<file path="src/rtl/t5_bus_arb.sv">
// t5_bus_arb: arbitrates an instruction port and a data port onto one shared
// memory bus, alternating priority on contention, with a per-transaction timeout.
module t5_bus_arb #(
  parameter int unsigned TMO = 16
) (
  input  logic        sclk,
  input  logic        srst,
  input  logic [29:0] iwb_adr,
  input  logic        iwb_stb,
  input  logic        iwb_wre,
  input  logic [3:0]  iwb_sel,
  output logic        iwb_ack,
  output logic [31:0] iwb_dti,
  input  logic [29:0] dwb_adr,
  input  logic        dwb_stb,
  input  logic        dwb_wre,
  input  logic [3:0]  dwb_sel,
  input  logic [31:0] dwb_dto,
  output logic        dwb_ack,
  output logic [31:0] dwb_dti,
  output logic [29:0] mwb_adr,
  output logic        mwb_stb,
  output logic        mwb_wre,
  output logic [3:0]  mwb_sel,
  output logic [31:0] mwb_dto,
  input  logic        mwb_ack,
  input  logic [31:0] mwb_dti,
  output logic        merr,
  output logic        mbusy
);

  // state | meaning
  // IDLE  | no grant; arbitrate on the next edge
  // IGNT  | instruction port owns the memory bus
  // DGNT  | data port owns the memory bus
  typedef enum logic [1:0] {IDLE = 2'd0, IGNT = 2'd1, DGNT = 2'd2} state_t;

  localparam logic [7:0] WAIT_LAST = 8'(TMO - 1);

  state_t     state;
  logic       last_d;
  logic [7:0] wait_cnt;
  logic       granted;
  logic       timeout;
  logic       done;

  assign iwb_dti = mwb_dti;
  assign dwb_dti = mwb_dti;

  // Reset wins over a memory ack landing in the same cycle: no ack, no error.
  always_comb begin
    granted = (state != IDLE);
    timeout = granted && (wait_cnt == WAIT_LAST) && !mwb_ack;
    done    = granted && (mwb_ack || timeout);
    iwb_ack = done && (state == IGNT) && !srst;
    dwb_ack = done && (state == DGNT) && !srst;
    merr    = timeout && !srst;

    mwb_stb = granted;
    mwb_adr = '0;
    mwb_wre = 1'b0;
    mwb_sel = '0;
    mwb_dto = '0;
    case (state)
      IGNT: begin
        mwb_adr = iwb_adr;
        mwb_wre = iwb_wre;
        mwb_sel = iwb_sel;
      end
      DGNT: begin
        mwb_adr = dwb_adr;
        mwb_wre = dwb_wre;
        mwb_sel = dwb_sel;
        mwb_dto = dwb_dto;
      end
      default: ;
    endcase
  end

  // last_d records who was served last (ack or timeout), so the other side wins a tie.
  always_ff @(posedge sclk) begin
    if (srst) begin
      state    <= IDLE;
      last_d   <= 1'b0;
      wait_cnt <= '0;
      mbusy    <= 1'b0;
    end else begin
      case (state)
        IDLE: begin
          wait_cnt <= '0;
          if (dwb_stb && (!iwb_stb || !last_d)) begin
            state <= DGNT;
            mbusy <= 1'b1;
          end else if (iwb_stb) begin
            state <= IGNT;
            mbusy <= 1'b1;
          end
        end
        IGNT, DGNT: begin
          if (done) begin
            state  <= IDLE;
            mbusy  <= 1'b0;
            last_d <= (state == DGNT);
          end else if (wait_cnt != 8'hFF) begin
            wait_cnt <= wait_cnt + 8'd1;
          end
        end
        default: begin
          state <= IDLE;
          mbusy <= 1'b0;
        end
      endcase
    end
  end

endmodule

</file>
<file path="config.mk">
export PLATFORM = sky130hd
export DESIGN_NAME = t5_bus_arb
export DESIGN_NICKNAME = d
export VERILOG_FILES = /design/src/rtl/t5_bus_arb.sv
export SDC_FILE = /design/constraint.sdc
export NUM_CORES = 1
export LEC_CHECK = 0
export ABC_AREA = 0
export ABC_CLOCK_PERIOD_IN_PS = 6300
export CAP_MARGIN = 10
export CORE_AREA = 2 2 106 108
export DETAILED_ROUTE_END_ITERATION = 8
export DIE_AREA = 0 0 108 110
export MAX_ROUTING_LAYER = met4
export SETUP_SLACK_MARGIN = 0.5
export SYNTH_ARGS = -nofsm -noshare
export SYNTH_HDL_FRONTEND = slang
export SYNTH_SLANG_ARGS = --single-unit
export TNS_END_PERCENT = 30
</file>
<file path="constraint.sdc">
create_clock -name sclk -period 6.3 [get_ports sclk]
set_input_delay 1.89 -clock sclk [delete_from_list [all_inputs] [get_ports sclk]]
set_output_delay 1.89 -clock sclk [all_outputs]
set_load 0.005 [all_outputs]
</file>
==> Yosys cells after proc, flatten, opt, wreduce, memory -nomap -nowiden <==
Cells that the tools add are included.
{ "classes": {"add_sub_neg": 1, "n_eq_ne": 8, "n_mux": 15, "n_reduce_logical": 22} }
{ "ops": {"columns": ["cell", "n"], "rows": [
  ["30-bit one-hot mux with 2 select lines", 1],
  ["32-bit 2-to-1 mux", 1],
  ["8-bit 2-to-1 mux", 2],
  ["8-bit one-hot mux with 2 select lines", 1],
  ["1-bit logical AND", 9],
  ["8-bit by 1-bit adder with 8-bit output (second input constant)", 1],
  ["8-bit by 4-bit == test with 1-bit output (second input constant)", 1],
  ["8-bit != test (second input constant)", 1],
  ["4-bit one-hot mux with 2 select lines", 1],
  ["2-bit 2-to-1 mux", 3],
  ["2-bit != test (second input constant)", 3],
  ["1-bit zero test", 4],
  ["1-bit one-hot mux with 2 select lines", 2],
  ["2-bit one-hot mux with 2 select lines", 1],
  ["2-bit AND reduction", 2],
  ["2-bit nonzero test", 2],
  ["1-bit 2-to-1 mux", 3],
  ["3-bit != test (second input constant)", 1],
  ["3-bit AND reduction", 1],
  ["2-bit by 1-bit == test with 1-bit output (second input constant)", 1],
  ["2-bit == test (second input constant)", 1],
  ["2-bit zero test", 1],
  ["1-bit logical OR", 2],
  ["2-bit OR reduction", 1]
]} }
{ "totals": {"output_inout_bits": 136, "register_bits": 12, "elab_cells": 50} }

==> Logic depth before layout (Yosys ltp) <==
{ "depth": {"depth_word": 7, "ltp_mapped": 8} }

==> Worst setup path after synthesis <==
Ideal clock, no wire load.
{ "synth_timing": {"path_type": "input port to output port", "from": "in srst", "to": "out merr", "t_required_ns": 4.410, "t_arrival_ns": 2.281, "path_buffers": 1, "cell_stages": 2, "slack_ns": 2.129, "path_cell_list": "clkbuf_1 nor3_1"} }
{ "synth_between": {"elab_chain_len": 2} }
{ "synth_rtl": {"columns": ["element", "line_no", "rtl"], "rows": [
  ["from (decl)", "7", "input logic srst,"],
  ["1-bit zero test", "57", "merr = timeout && !srst;"],
  ["1-bit logical AND", "57", null],
  ["to (decl)", "28", "output logic merr,"]
]} }
No other way between the ends.

==> Worst setup path after layout <==
{ "layout_timing": {"from": "in srst", "to": "out dwb_ack"} }
{ "layout_between": {"elab_chain_len": 2} }
{ "layout_rtl": {"columns": ["element", "line_no", "rtl"], "rows": [
  ["1-bit zero test", "56", "dwb_ack = done && (state == DGNT) && !srst;"],
  ["1-bit logical AND", "56", null],
  ["to (decl)", "19", "output logic dwb_ack,"]
]} }
No other way between the ends.

==> flow_summary.yaml <==
clock_network:
  cts-buffers-inserted: 3
  clock_sinks: 12
  root_buffer: "clkbuf_8"
  htreeDepth: 1
  clkTransAtPathRegs_ns: 0.05
  clk_latency_ns: 0.23
  clockBufferDepth: 2
  post-cts-setup-buffers: 0
  post_cts_resized: 0
  cts_hold_buf: 0
  cts_tree: "yes"
layout:
  drive_gt1_share_pct: 2.94
  diodes: 0
  layout.nets: 519
  nFillCells: 1124
  syn_to_final_growth_pct: 76.0
grt:
  grt-ovfl-total: 0
  grt_pass1_vias: 2088
  gr-usage-all-layers_pct: 12.2
  grt_antenna_before_repair: 0
  grt_max_degree: 70
  grt_first_pass_wirelength_um: 11200
yosys:
  synthesis.nets: 418
  async_flop_share_pct: 0
  synth-seq-cells: 12
  ys.flop_type: "dfxtp_1"
  synth_cell_types: 38
  ys_warn_count: 0
  synth.cell_area_mm2: 0.00191
  synthCells: 275
  synth.avg_cell_area_um2: 6.94
  synth-edff-count: 0
  synth_seq_area_share_pct: 12.6
die:
  coreArea_mm2: 0.0107
  die_area_mm2: 0.0119
  fp-row-count: 38
  die_x_um: 108
  floorplan.initialDensity_pct: 17.8
  fp.dieH_um: 110
  ios: 275
setup_path:
  cp_max_fo: 16
  path_buf_inv: 2
  regToRegStartpoint: "state[0]"
  crit_family: "buffers and inverters"
  critPathArrivalTime_ns: 3.56
  worstPathCellList: "clkdlybuf4s50_1 > nor4b_1 > clkdlybuf4s50_1"
  critPathKind: "primary input to primary output"
  worstPathRequired_ns: 4.41
  slowest_stage: "clkdlybuf4s50_1"
  critPathMaxStageDelay_ns: 0.71
  end_kind: "primary output"
  crit_start: "srst"
  path_common_cell: "clkdlybuf4s50_1"
  cp-start-kind: "primary input"
run:
  cap_violations: 0
timing:
  layout_min_cycle_time_ns: 5.45
  drv_slew: 0
  finalHoldViolCount: 0
  finClkSkew_ns: 0.000611
  finalSetupViolations: 0
  setup_slack_ns: 0.853
  slew_headroom_pct: 25.6
  tightestPinTransition_ns: 1.12
  tns_ns: 0
  period_share_pct: 86.5
  max_freq_mhz: 184
  rsz0062_at_grt: "false"
placed_design:
  gp_congestion: 0.827
  port_buffers: 178
  dp_slack_ns: 0.866
  dpl.hpwl_um: 6570
route:
  ant_nets: 0
  wl_um: 8400
  drt_iter0_drc: 79
  drc: 0
  wl_per_cell_um: 16.3
  firstDrtPassIters: 4
  vias: 2262
  via_per_inst: 4.40
min_path:
  hp-start: "last_d"
  hp-class: "flip-flop to flip-flop"
pwr:
  p_per_area_mw_per_mm2: 295
  power_leakage_nw: 1.12
  finalPower_uw: 991
  ir_worst_vdd_uv: 271
outcome:
  status: "complete, no violations"
## report_power, final
part | leakage (nW) | total, mW | internal [mW] | switching [mW]
logic | 0.996 | 0.827 | 0.404 | 0.423
registers | 0.0974 | 0.0965 | 0.0880 | 0.00845
clock network | 0.0216 | 0.0676 | 0.0419 | 0.0257
## routing by layer
metal | part of all wire [%] | GRT usage [%] | vias up
li1 | - | - | 1083
met1 | 41 | 15.0 | 1042
met2 | 49 | 21.0 | 127
met3 | 8.9 | 2.59 | 10
met4 | 0.69 | 2.01 | 0
met5 | 0 | - | -
## worst reg2reg max path: stages (launching register included)
cell and delay, ns:
dfxtp_1 0.35, inv_1 0.08, ha_1 0.39, nor4_2 0.53, a31oi_1 0.23, a21oi_1 0.31, a21oi_1 0.13, a211oi_1 0.22
## flip-flops by register name, indices dropped and copies added, names as in the netlist
| name | flops |
|---|---|
| mbusy | 1 |
| state | 2 |
| last_d | 1 |
| wait_cnt | 8 |
## synth_stat cells, types with 2 or more instances
| cell | instances | area share (%) |
|---|---|---|
| inv_1 | 6 | 1.2 |
| dfxtp_1 | 12 | 13 |
| or3_1 | 2 | 0.66 |
| buf_4 | 64 | 25 |
| a21oi_1 | 6 | 1.6 |
| nand3_1 | 4 | 1.0 |
| a31oi_1 | 4 | 1.3 |
| o21ai_0 | 2 | 0.52 |
| a22oi_1 | 35 | 14 |
| nor3_1 | 5 | 1.3 |
| nand2b_1 | 3 | 0.98 |
| o32ai_1 | 2 | 0.92 |
| ha_1 | 4 | 2.6 |
| mux2i_1 | 2 | 1.0 |
| nor4b_1 | 2 | 0.92 |
| nor2_1 | 42 | 8.3 |
| nand2_1 | 10 | 2.0 |
| and2_1 | 33 | 11 |
| clkbuf_1 | 18 | 3.5 |
## layout by cell type, fill, tap and decap left out, drive strengths merged
| cell | n |
|---|---|
| nand3b | 1 |
| inv | 6 |
| o21ai | 2 |
| nor4b | 2 |
| ha | 4 |
| a21oi | 6 |
| a41oi | 1 |
| o211ai | 2 |
| and4 | 1 |
| and3 | 2 |
| o221ai | 1 |
| nor3b | 1 |
| nor4 | 2 |
| a211oi | 1 |
| a22oi | 35 |
| clkdlybuf4s50 | 178 |
| nand2b | 3 |
| nor3 | 5 |
| o22a | 1 |
| a31oi | 5 |
| buf | 2 |
| or3 | 2 |
| dfxtp | 12 |
| a2bb2oi | 1 |
| nand2 | 10 |
| nor2 | 42 |
| nand3 | 4 |
| mux2 | 1 |
| o32ai | 2 |
| and2 | 33 |
| clkbuf | 3 |
| or4 | 1 |
| mux2i | 2 |
## area by class of cell
class / count / area [um2] / share of cell area (%)
flip-flops and latches: 12 / 240 / 7.15
well taps: 140 / 175 / 5.21
inverters: 6 / 22.5 / 0.670
clock buffers: 3 / 41.3 / 1.23
multi-input cells: 173 / 1080 / 32.3
repair buffers: 180 / 1800 / 53.5
## path summary, 6_finish.rpt
kind | endpoint | slack (ns) | cells after the start
hold reg to reg | last_d | 0.50 | 2
setup / recovery | dwb_ack | 0.85 | 3
setup reg to reg | state[0] | 3.97 | 7
hold / removal | last_d | 0.50 | 2
## cell families after synthesis
logic type / after synthesis / synth area share, %
and+or+nand+nor: 109 / 29.5
buffers and inverters: 90 / 30.7
AOI/OAI and AO/OA: 57 / 22.9
DFF: 12 / 12.6
adders and majority gates: 4 / 2.62
muxes: 3 / 1.64
## metrics by stage
step | util [%] | hold WS [ns] | cells | instance area [um2]
floorplan | - | 0.460 | 275 | 1910
global placement | 31.0 | 0.481 | 511 | 3320
detailed placement | 31.0 | 0.491 | 511 | 3320
CTS | 31.4 | 0.505 | 514 | 3360
global route | 31.4 | 0.532 | 514 | 3360
finish | 31.4 | 0.503 | 514 | 3360
No activity file was read; power rests on OpenSTA's default activity.
